File: config.mk
export PLATFORM = sky130hd
export DESIGN_NAME = score_text_reader
export DESIGN_NICKNAME = d
export VERILOG_FILES = /design/src/rtl/score_text_reader.sv
export SDC_FILE = /design/constraint.sdc
export NUM_CORES = 1
export LEC_CHECK = 0
export ABC_AREA = 1
export BUFFER_PORTS_ARGS = -buffer_cell sky130_fd_sc_hd__buf_2
export CAP_MARGIN = 10
export CORE_MARGIN = 2
export CORE_UTILIZATION = 46
export CTS_BUF_LIST = sky130_fd_sc_hd__clkbuf_2 sky130_fd_sc_hd__clkbuf_4 sky130_fd_sc_hd__clkbuf_8
export CTS_CLUSTER_DIAMETER = 150
export DETAILED_ROUTE_END_ITERATION = 10
export PLACE_DENSITY = 0.77
export SYNTH_ARGS = -nofsm -noshare
export SYNTH_HDL_FRONTEND = slang
export SYNTH_SLANG_ARGS = --single-unit
export TNS_END_PERCENT = 100
File: constraint.sdc
create_clock -name Clk -period 1.9 [get_ports Clk]
set_input_delay 0.19 -clock Clk [delete_from_list [all_inputs] [get_ports Clk]]
set_output_delay 0.19 -clock Clk [all_outputs]
set_load 0.03 [all_outputs]
File: src/rtl/score_text_reader.sv
// Score text window reader.
// Walks a 4-row by TEXT_COLS-column character window on the display raster,
// fetches character codes from the text RAM and glyph rows from the font ROM,
// and emits one foreground bit per pixel with a fixed 3-Clk latency.
// The text RAM and font ROM each return data in the Clk following the
// address register update, so each lookup consumes exactly one stage.
// A vsync-driven frame counter supplies a slow blink for the whole window.
module score_text_reader #(
   parameter logic [9:0] TEXT_X0   = 10'd0,
   parameter logic [9:0] TEXT_Y0   = 10'd464,
   parameter int         TEXT_COLS = 40
) (
   input  logic        Clk,
   input  logic        Reset,
   input  logic [9:0]  DrawX,
   input  logic [9:0]  DrawY,
   input  logic        vsync,
   input  logic        blink_en,
   output logic [7:0]  read_address,
   input  logic [7:0]  data_Out,
   output logic [10:0] font_addr,
   input  logic [7:0]  font_data,
   output logic        text_on,
   output logic        text_pixel
);

   // Window bounds held one bit wider so the end column/row cannot wrap.
   localparam logic [10:0] X_BEG = {1'b0, TEXT_X0};
   localparam logic [10:0] Y_BEG = {1'b0, TEXT_Y0};
   localparam logic [10:0] X_END = X_BEG + 11'(8 * TEXT_COLS);
   localparam logic [10:0] Y_END = Y_BEG + 11'd64;

   logic [9:0] dx;
   logic [9:0] dy;
   logic       active;
   logic [7:0] lin_addr;

   // Stage 0 registers
   logic       v0;
   logic [3:0] gr0;
   logic [2:0] bc0;

   // Stage 1 registers
   logic       v1;
   logic [2:0] bc1;
   logic       blank1;

   // Blink state
   logic       vsync_q;
   logic       vsync_fall;
   logic [5:0] frame_cnt;
   logic [5:0] frame_cnt_next;
   logic       hide;

   // Window-relative coordinates, window test and linear character address.
   always_comb begin
      dx       = DrawX - TEXT_X0;
      dy       = DrawY - TEXT_Y0;
      active   = ({1'b0, DrawX} >= X_BEG) && ({1'b0, DrawX} < X_END) &&
                 ({1'b0, DrawY} >= Y_BEG) && ({1'b0, DrawY} < Y_END);
      // Inside the window row <= 3 and col < TEXT_COLS, so 8 bits suffice.
      lin_addr = 8'(dy[9:4]) * 8'(TEXT_COLS) + 8'(dx[9:3]);
   end

   // Stage 0: issue the text RAM address and launch the per-pixel tags.
   always_ff @(posedge Clk) begin
      if (Reset) begin
         read_address <= 8'd0;
         v0           <= 1'b0;
         gr0          <= 4'd0;
         bc0          <= 3'd0;
      end else begin
         read_address <= active ? lin_addr : 8'd0;
         v0           <= active;
         gr0          <= dy[3:0];
         bc0          <= dx[2:0];
      end
   end

   // Stage 1: turn the character code into a font ROM address and blank flag.
   always_ff @(posedge Clk) begin
      if (Reset) begin
         font_addr <= 11'd0;
         v1        <= 1'b0;
         bc1       <= 3'd0;
         blank1    <= 1'b0;
      end else begin
         font_addr <= {data_Out[6:0], gr0};
         v1        <= v0;
         bc1       <= bc0;
         // NUL and codes with bit 7 set have no glyph and draw nothing.
         blank1    <= (data_Out == 8'h00) || data_Out[7];
      end
   end

   // Stage 2: select the glyph bit and register the pixel outputs.
   always_ff @(posedge Clk) begin
      if (Reset) begin
         text_on    <= 1'b0;
         text_pixel <= 1'b0;
      end else begin
         text_on    <= v1;
         text_pixel <= font_data[3'd7 - bc1] & ~blank1 & v1 & ~hide;
      end
   end

   // Falling edge of the registered vsync marks a new frame.
   always_comb begin
      vsync_fall     = vsync_q & ~vsync;
      frame_cnt_next = frame_cnt + 6'd1;
   end

   // Frame counter and blink flag; hide only changes at a frame boundary.
   always_ff @(posedge Clk) begin
      if (Reset) begin
         vsync_q   <= 1'b0;
         frame_cnt <= 6'd0;
         hide      <= 1'b0;
      end else begin
         vsync_q <= vsync;
         if (vsync_fall) begin
            frame_cnt <= frame_cnt_next;
            hide      <= blink_en & frame_cnt_next[5];
         end
      end
   end

endmodule
==> impl_metrics.toml <==
[setup_path]
path_cells = "buf_2 -> inv_1 -> ha_1 -> xnor2_2 -> ha_1 -> ha_4 -> ha_4 -> nand3_1 -> nand3_1 -> nand3_1 -> a21oi_1 -> nor2_1"
crit_type = "input port to register"
worst-path-buf-inv = 2
start_kind = "input port"
slowest_delay_ns = 0.27
reg2regPathDepth = 5
cp.required_ns = 2.09
cp_num_cells = 12
slowest_stage = "ha_4"
crit_top_cell = "nand3_1"
critPathTopFamily = "adder cells"
worst_ep_arrival_time_ns = 1.96
worst-path-max-fanout = 3
worstSetupEndpointType = "register"

[timing]
skew_ns = 0.00289
slew_headroom_pct = 80.6
fin_crit_ns = 1.77
post-route-period-util_pct = 93.3
worstMarginPinSlew_ns = 0.290
clock.fmax_ghz = 0.564
drv_slew = 0
hold_viol = 0
setup_viol = 0

[global_routing]
grt_pass1_wl_mm = 5.85
first_global_vias = 1448
grtUsageTotal_pct = 17.7
antenna_found_initial = 0
grt_max_degree = 31
grt-ovfl-total = 0

[power_and_ir_drop]
total_power_uw = 1840
irDropWorstVdd_uv = 389
power_density_nw_per_um2 = 792
power.leakage_uw = 0.00123

[cts]
clock_sinks = 42
clk_latency_ns = 0.29
cts_max_path_buffers = 2
cts_buffers = 5
cts_tree = "yes"
htreeDepth = 2
clk_pin_slew_worst_paths_ns = 0.08
cts-root-buf = "clkbuf_8"

[status]
status = "finished, final reports clean"

[synth]
avgSynthCellArea_um2 = 7.81
yosysSeqAreaShare_pct = 47.4
ys_warn_count = 0
synthCells = 227
synthesis.area_um2 = 1770
ys_types = 27
syn_nets = 278
synth_seq_cells = 42

[final_layout]
post-route-util_pct = 63.1
finalNonFillerCells = 351
layout.nets = 353
fin_area_um2 = 2330
diodes = 0
drive_above_1_share_pct = 33.3
area.growth.synth_to_final_pct = 31.3

[place]
dp.cells = 343
dpl_cell_area_um2 = 2230
place.gp.congestion = 0.807
hpwl_mm = 2.66
portBuffers = 60

[route]
drt_wl_total_mm = 3.28
dr.pass1.iters = 4
vias = 1537
viasPerCell = 4.38
drc = 0
ant_nets = 0
drtIter0Drc = 41
wl_per_cell_um = 9.35

[floorplanning]
core_area_um2 = 3690
dieArea_um2 = 4370
die_h_um = 66.1
rows = 22
die_x_um = 66.1
ios = 61
start_util_pct = 48.1

[hold_path]
hold_path_depth = 3
holdCritPathClass = "input port to register"

[flow_run]
maxCapViolations = 0
-- state kept, by name, summed over array words and instances (netlist names) --
name and flops:
bc0 3, bc1 3, blank1 1, font_addr 11
frame_cnt 6, gr0 4, hide 1, read_address 8
text_on 1, text_pixel 1, v0 1, v1 1
vsync_q 1
-- cell families after synthesis --
family | count (synthesis) | synth area share, %
and+or+nand+nor | 97 | 24.7
buffers and inverters | 53 | 11.4
DFF | 42 | 47.4
AOI/OAI and AO/OA | 20 | 6.35
adders and majority gates | 11 | 8.19
xor gates and xnor gates | 4 | 1.98
-- Yosys cell counts, drive strengths merged --
cell,instances,area [um^2]
nand3,15,75.1
a21oi,12,67.6
o21bai,1,7.51
nand2,30,125
nand4,2,12.5
xor2,2,17.5
o21ai,6,30.0
inv,50,188
nor2,44,190
a21o,1,7.51
ha,10,125
and2,1,6.26
nand3b,1,7.51
fa,1,20.0
xnor2,2,17.5
nor3,3,15.0
nor4,1,6.26
clkbuf,1,3.75
dfxtp,42,841
buf,2,10.0
-- through the flow --
stage | setup WS, ns | setup TNS [ns] | hold slack (ns)
floorplan | 0.00671 | 0 | 0.273
global placement | -0.112 | -0.121 | 0.389
detailed placement | -0.206 | -0.250 | 0.395
CTS | 0.102 | 0 | 0.0880
global route | -0.0141 | -0.0141 | 0.0853
finish | 0.128 | 0 | 0.0969
-- metal layers --
layer | share of wire (%) | vias up | GRT usage, %
met5 | 0 | - | 0
met4 | 2.2 | 0 | 8.42
met3 | 5.6 | 5 | 4.26
met2 | 50 | 37 | 31.4
met1 | 42 | 658 | 19.7
li1 | - | 837 | -
-- path summary, 6_finish.rpt --
path                                 to                      start  slack, ns
max          read_address[7]$_SDFF_PP0_                   DrawY[4]       0.13
min reg2reg     font_addr[1]$_SDFF_PP0_          gr0[1]$_SDFF_PP0_       0.41
max reg2reg   frame_cnt[4]$_SDFFE_PP0P_  frame_cnt[0]$_SDFFE_PP0P_       0.91
min                   bc0[0]$_SDFF_PP0_                   DrawX[0]        0.1
-- where the power goes --
part | switching, uW | internal [uW] | leakage [uW]
registers | 9.99 | 910 | 0.000344
logic | 189 | 158 | 0.000841
clock network | 313 | 265 | 0.0000447
-- layout make-up --
cell class                 count  area (um^2)
timing repair buffer          71          383
inverter                      50          188
clock buffer                   5         68.8
clock inverter                 3         25.0
multi-input combinational    132          763
tap                           48         60.1
sequential                    42          841
fill                         325         1360
-- worst reg2reg max path: stages (launching register included) --
cell and delay, ns:
dfxtp_1 0.34, ha_1 0.19, nand2_1 0.12, nor2_1 0.05, a21oi_1 0.12, nor3_1 0.05
-- what timing repair did --
action | CTS | global route
endpoints found under the setup margin | 0 | 1
gates resized for setup | 0 | 1
buffers inserted | 0 | 0
hold endpoints to repair | 0 | 0
hold buffers | 0 | 0
-- placed cells by master (no fill, tap or decap) --
cell	Yosys	layout
clkbuf_8	0	5
and2_1	1	1
nor3_1	3	3
a21oi_1	10	10
nor2_1	36	36
a21oi_2	2	2
o21ai_1	1	1
buf_4	0	11
inv_1	45	44
fa_1	1	1
nand2_2	2	2
clkinvlp_4	0	1
nand3b_1	1	1
clkinv_4	0	1
ha_4	0	2
nor4_1	1	1
inv_6	0	1
nand4_1	2	2
xor2_1	2	2
a21o_1	1	1
buf_2	2	60
nand2_4	1	1
nand2_1	27	27
o21bai_1	1	1
nand3_1	15	15
dfxtp_1	42	42
ha_1	10	8
inv_2	5	6
xnor2_2	0	1
nor2_4	1	1
o21ai_0	5	5
nor2_2	7	7
xnor2_1	2	1
Note: power is estimated with default switching activity, not from simulation.
